## config.mk

```make
export PLATFORM = sky130hd
export DESIGN_NAME = initial_shift_controller
export DESIGN_NICKNAME = d
export VERILOG_FILES = /design/src/rtl/initial_shift_controller.sv
export SDC_FILE = /design/constraint.sdc
export NUM_CORES = 1
export LEC_CHECK = 0
export BUFFER_PORTS_ARGS = -buffer_cell sky130_fd_sc_hd__buf_2
export CORE_MARGIN = 3
export CORE_UTILIZATION = 43
export DETAILED_ROUTE_END_ITERATION = 7
export PLACE_DENSITY = 0.78
export RECOVER_POWER = 25
export SLEW_MARGIN = 20
export SYNTH_ARGS = -nofsm -noshare
export SYNTH_HDL_FRONTEND = slang
export SYNTH_SLANG_ARGS = --single-unit
```

## constraint.sdc

```tcl
create_clock -name clk -period 2.5 [get_ports clk]
set_clock_uncertainty 0.15 [all_clocks]
set_input_delay 0.25 -clock clk [delete_from_list [all_inputs] [get_ports clk]]
set_output_delay 0.25 -clock clk [all_outputs]
set_load 0.03 [all_outputs]
```

## src/rtl/initial_shift_controller.sv

```systemverilog
// Sequences one wrap-around step: fetch normal words 0/551/552 and the target accumulator
// word, run one processor start/done handshake, then write the result back to the accumulator.
module initial_shift_controller #(
    parameter int WORD_WIDTH = 32,
    parameter int ADDR_WIDTH = 10,
    parameter int NUM_BITS   = 17669,
    parameter int TIMEOUT    = 16
) (
    input  logic                  clk,
    input  logic                  rst_n,
    input  logic                  start,
    input  logic [15:0]           shift,
    output logic                  busy,
    output logic                  done,
    output logic                  err,
    output logic                  norm_rd_en,
    output logic [ADDR_WIDTH-1:0] norm_rd_addr,
    input  logic [WORD_WIDTH-1:0] norm_rd_data,
    output logic                  acc_rd_en,
    output logic [ADDR_WIDTH-1:0] acc_rd_addr,
    input  logic [WORD_WIDTH-1:0] acc_rd_data,
    output logic                  acc_wr_en,
    output logic [ADDR_WIDTH-1:0] acc_wr_addr,
    output logic [WORD_WIDTH-1:0] acc_wr_data,
    output logic                  proc_start,
    output logic [WORD_WIDTH-1:0] proc_word_zero,
    output logic [WORD_WIDTH-1:0] proc_word_551,
    output logic [WORD_WIDTH-1:0] proc_word_552,
    output logic [WORD_WIDTH-1:0] proc_acc_word,
    output logic [15:0]           proc_shift,
    output logic [4:0]            proc_acc_shift_idx,
    input  logic [WORD_WIDTH-1:0] proc_result,
    input  logic                  proc_done
);
    localparam int LAST_WORD = (NUM_BITS - 1) / WORD_WIDTH;
    localparam int CNT_W     = $clog2(TIMEOUT + 1);
    localparam logic [ADDR_WIDTH-1:0] ADDR_LAST = ADDR_WIDTH'(LAST_WORD);
    localparam logic [ADDR_WIDTH-1:0] ADDR_PEN  = ADDR_WIDTH'(LAST_WORD - 1);
    localparam logic [CNT_W-1:0]      CNT_LAST  = CNT_W'(TIMEOUT - 1);

    typedef enum logic [3:0] {
        S_IDLE, S_RD0, S_RD1, S_RD2, S_CAP, S_KICK, S_WAIT, S_WB, S_DONE
    } state_t;

    state_t                state;
    logic [CNT_W-1:0]      wait_cnt;
    logic                  shift_bad;
    logic [ADDR_WIDTH-1:0] new_tgt;
    logic [ADDR_WIDTH-1:0] tgt;

    assign shift_bad = ({16'd0, shift} >= 32'(NUM_BITS));
    assign new_tgt   = ADDR_WIDTH'(shift[15:5]);
    assign tgt       = ADDR_WIDTH'(proc_shift[15:5]);

    // Outputs are registered on entry to the state that owns them, so each strobe
    // is high for exactly the cycles its state occupies.
    always_ff @(posedge clk or negedge rst_n) begin
        if (!rst_n) begin
            state              <= S_IDLE;
            wait_cnt           <= '0;
            busy               <= 1'b0;
            done               <= 1'b0;
            err                <= 1'b0;
            norm_rd_en         <= 1'b0;
            norm_rd_addr       <= '0;
            acc_rd_en          <= 1'b0;
            acc_rd_addr        <= '0;
            acc_wr_en          <= 1'b0;
            acc_wr_addr        <= '0;
            acc_wr_data        <= '0;
            proc_start         <= 1'b0;
            proc_word_zero     <= '0;
            proc_word_551      <= '0;
            proc_word_552      <= '0;
            proc_acc_word      <= '0;
            proc_shift         <= '0;
            proc_acc_shift_idx <= '0;
        end else begin
            norm_rd_en <= 1'b0;
            acc_rd_en  <= 1'b0;
            acc_wr_en  <= 1'b0;
            proc_start <= 1'b0;
            done       <= 1'b0;
            case (state)
                S_IDLE: begin
                    if (start) begin
                        busy               <= 1'b1;
                        proc_shift         <= shift;
                        proc_acc_shift_idx <= shift[4:0];
                        if (shift_bad) begin
                            err   <= 1'b1;
                            done  <= 1'b1;
                            state <= S_DONE;
                        end else begin
                            err          <= 1'b0;
                            norm_rd_en   <= 1'b1;
                            norm_rd_addr <= '0;
                            acc_rd_en    <= 1'b1;
                            acc_rd_addr  <= new_tgt;
                            state        <= S_RD0;
                        end
                    end
                end
                S_RD0: begin
                    norm_rd_en   <= 1'b1;
                    norm_rd_addr <= ADDR_PEN;
                    state        <= S_RD1;
                end
                S_RD1: begin
                    proc_word_zero <= norm_rd_data;
                    proc_acc_word  <= acc_rd_data;
                    norm_rd_en     <= 1'b1;
                    norm_rd_addr   <= ADDR_LAST;
                    state          <= S_RD2;
                end
                S_RD2: begin
                    proc_word_551 <= norm_rd_data;
                    state         <= S_CAP;
                end
                S_CAP: begin
                    proc_word_552 <= norm_rd_data;
                    proc_start    <= 1'b1;
                    state         <= S_KICK;
                end
                S_KICK: begin
                    wait_cnt <= '0;
                    state    <= S_WAIT;
                end
                S_WAIT: begin
                    if (proc_done) begin
                        acc_wr_en   <= 1'b1;
                        acc_wr_addr <= tgt;
                        acc_wr_data <= proc_result;
                        state       <= S_WB;
                    end else if (wait_cnt == CNT_LAST) begin
                        err   <= 1'b1;
                        done  <= 1'b1;
                        state <= S_DONE;
                    end else begin
                        wait_cnt <= wait_cnt + 1'b1;
                    end
                end
                S_WB: begin
                    done  <= 1'b1;
                    state <= S_DONE;
                end
                S_DONE: begin
                    busy  <= 1'b0;
                    state <= S_IDLE;
                end
                default: state <= S_IDLE;
            endcase
        end
    end
endmodule

```

==> reports/metrics.yaml <==
outcome: "finished, violations left"
violations: "max-capacitance violations, max-slew violations"
setup_violations: 0
wirelength_microns: 22900
areaGrowthSynthToFinish_pct: 47.3
drt_iter0_markers: 188
viasPerCell: 4.89
critPathArrivalTime_ps: 2590
clk_path_buf_depth: 3
clk_latency_ps: 500
report.final.slew_viol_count: 69
io_pins: 334
syn_area_sq_mm: 0.00833
clkPwrFrac: 0.192
p_total_mw: 18.7
synth-main-ff-cell: "dfrtp_1"
wl_per_cell_microns: 18.1
fmax_mhz: 423
power_frac_seq: 0.333
synth.avg_cell_area_sq_um: 15.7
gp_congestion: 0.813
final.setup.tns_ps: 0
worst_hold_path_type: "primary input to flip-flop"
fp.dieArea_sq_mm: 0.0211
crit_slowest_cell: "dlygate4sd3_1"
via_count: 6161
ys_ff_latch: 215
synth_cell_types: 36
period_minus_slack_ps: 2360
grt_first_pass_wirelength_microns: 37200
required_ps: 2730
yosysSeqAreaShare: 0.646
p_switching_mw: 8.00
rsz0062_at_grt: "no"
drc_errors: 0
maxCapViolations: 1
cts_buffers: 23
num_rows: 50
grt_max_degree: 71
grt_use_total: 0.215
hold_viol: 0
power_density_mw_per_mm2: 1530
cts_setup_buffers: 0
yosysTopAreaCell: "dfrtp_1"
cp_max_fo: 16
clkTransAtPathRegs_ps: 60
ys_warn_count: 0
cts_tree: "done"
cts.htree.levels: 1
ant_nets: 0
synth.most_common_cell: "dfrtp_1"
initial_utilization: 0.441
cts_root_buf: "clkbuf_16"
max_stage_delay_ps: 540
gr-total-overflow: 0
cts.sink_count: 215
irDropWorstVdd_mv: 0.931
dp_hpwl_microns: 14400
synth.top_cells.by_count: "dfrtp_1, mux2_2, buf_2"
synth-edff-count: 0
ys_async_sr_fraction: 1.00
die_x_microns: 145
worst-setup-path-type: "primary input to flip-flop"
switching_share: 0.427
crit_path_cell_trace: "dlygate4sd3_1 -> buf_2 -> a2111o_1 -> a21o_1 -> a31oi_2 -> nor2b_4 -> mux2_2"
grt_antenna_before_repair: 2
portBuffers: 329
p_int_mw: 10.7
pwr-share-comb: 0.475
rrSetupSlack_ps: 380
synth_area_leaders: "dfrtp_1, mux2_2, buf_2"
core_sq_mm: 0.0189
synthCells: 531
dr.pass1.iters: 4
timing.final.crit_share: 0.946
hold_ws_ps: 30.4
synth_top_area_share: 0.646
drive_above_1_share: 0.590
startpoint_type: "primary input"
grt_pass1_vias: 6827
die_y_microns: 145
p_leak_nw: 5.90
fin_nets: 1103
end_kind: "flip-flop"
worstMarginPinSlew_ps: 1830
slew_headroom: -0.219
flip-flops by register name, indices dropped and copies added, names as in the netlist, 5 cells and up:
signal / cells
acc_wr_addr: 10
wait_cnt: 5
proc_word_552: 32
acc_rd_addr: 10
proc_shift: 16
proc_acc_word: 32
acc_wr_data: 32
proc_word_551: 32
proc_word_zero: 32
through the flow:
stage | setup slack [ps] | utilization | instances | cell area (sq um)
floorplan | 468 | - | 534 | 8340
global placement | 269 | 0.547 | 1106 | 10300
detailed placement | 217 | 0.547 | 1106 | 10300
CTS | 179 | 0.650 | 1260 | 12300
global route | 66.8 | 0.650 | 1261 | 12300
finish | 135 | 0.650 | 1261 | 12300
routing by layer:
layer	global-route usage	vias up	routed length, microns
met2	0.382	266	11800
met3	0.0687	69	1770
met4	0.0907	2	1030
met5	0	-	13
met1	0.239	3055	8300
li1	-	2769	-
worst max-delay path: cells and delay by family:
family	cells	cell delay (ps)
AND/OR/NAND/NOR	1	480
buffers and inverters	2	690
AO/OA/AOI/OAI	3	760
multiplexers	1	400
layout by cell type, fill, tap and decap left out, types with 4 or more instances in the layout:
cell type and instances:
buf_2 328, dfrtp_1 215, mux2_2 192, dlygate4sd3_1 114, clkbuf_16 23, nor2_1 14, buf_4 13, o21ai_0 10
nand2_1 9, a21oi_1 6, clkbuf_8 6, nor2b_1 5, mux2_4 5, buf_12 5, nor3_1 4, conb_1 4
bufinv_16 4
power groups by stage:
stage	Sequential, mW	Clock [mW]	Combinational [mW]
global placement	6.12	0	8.61
CTS	6.19	3.66	8.91
global route	6.46	3.82	9.34
detailed placement	6.22	0	8.76
floorplan	9.43	0	2.82
finish	6.25	3.59	8.91
timing repair:
action	4_1_cts	5_1_grt
endpoints found under the hold margin	251	0
resized for setup	0	0
hold buffers	114	0
layout make-up:
class                   count  area [sq um]
multi-input cells         280          2750
repair buffers            462          2990
flip-flops and latches    215          5380
well taps                 260           325
diodes                      1          2.50
clock inverters             8           143
inverters                   3          11.3
fillers                  1340          6620
clock buffers              32           669
worst paths after layout:
check	start	endpoint	cells past startpoint
max	shift[9]	acc_rd_addr[2]	7
min	proc_done	wait_cnt[0]	3
max reg2reg	state[3]	acc_rd_addr[2]	5
min reg2reg	proc_acc_word[5]	proc_acc_word[5]	1
max in group asynchronous	rst_n	wait_cnt[1]	3
min in group asynchronous	rst_n	acc_wr_data[0]	2
logic make-up after synthesis:
family	Yosys count	synth area share
simple gates	51	0.0333
other cells	1	0.000450
fa+ha+maj	2	0.00300
buf+inv	39	0.0287
xor+xnor	2	0.00210
mux	197	0.269
flops	215	0.646
compound gates	24	0.0179
Power figures use the tool's default switching activity.
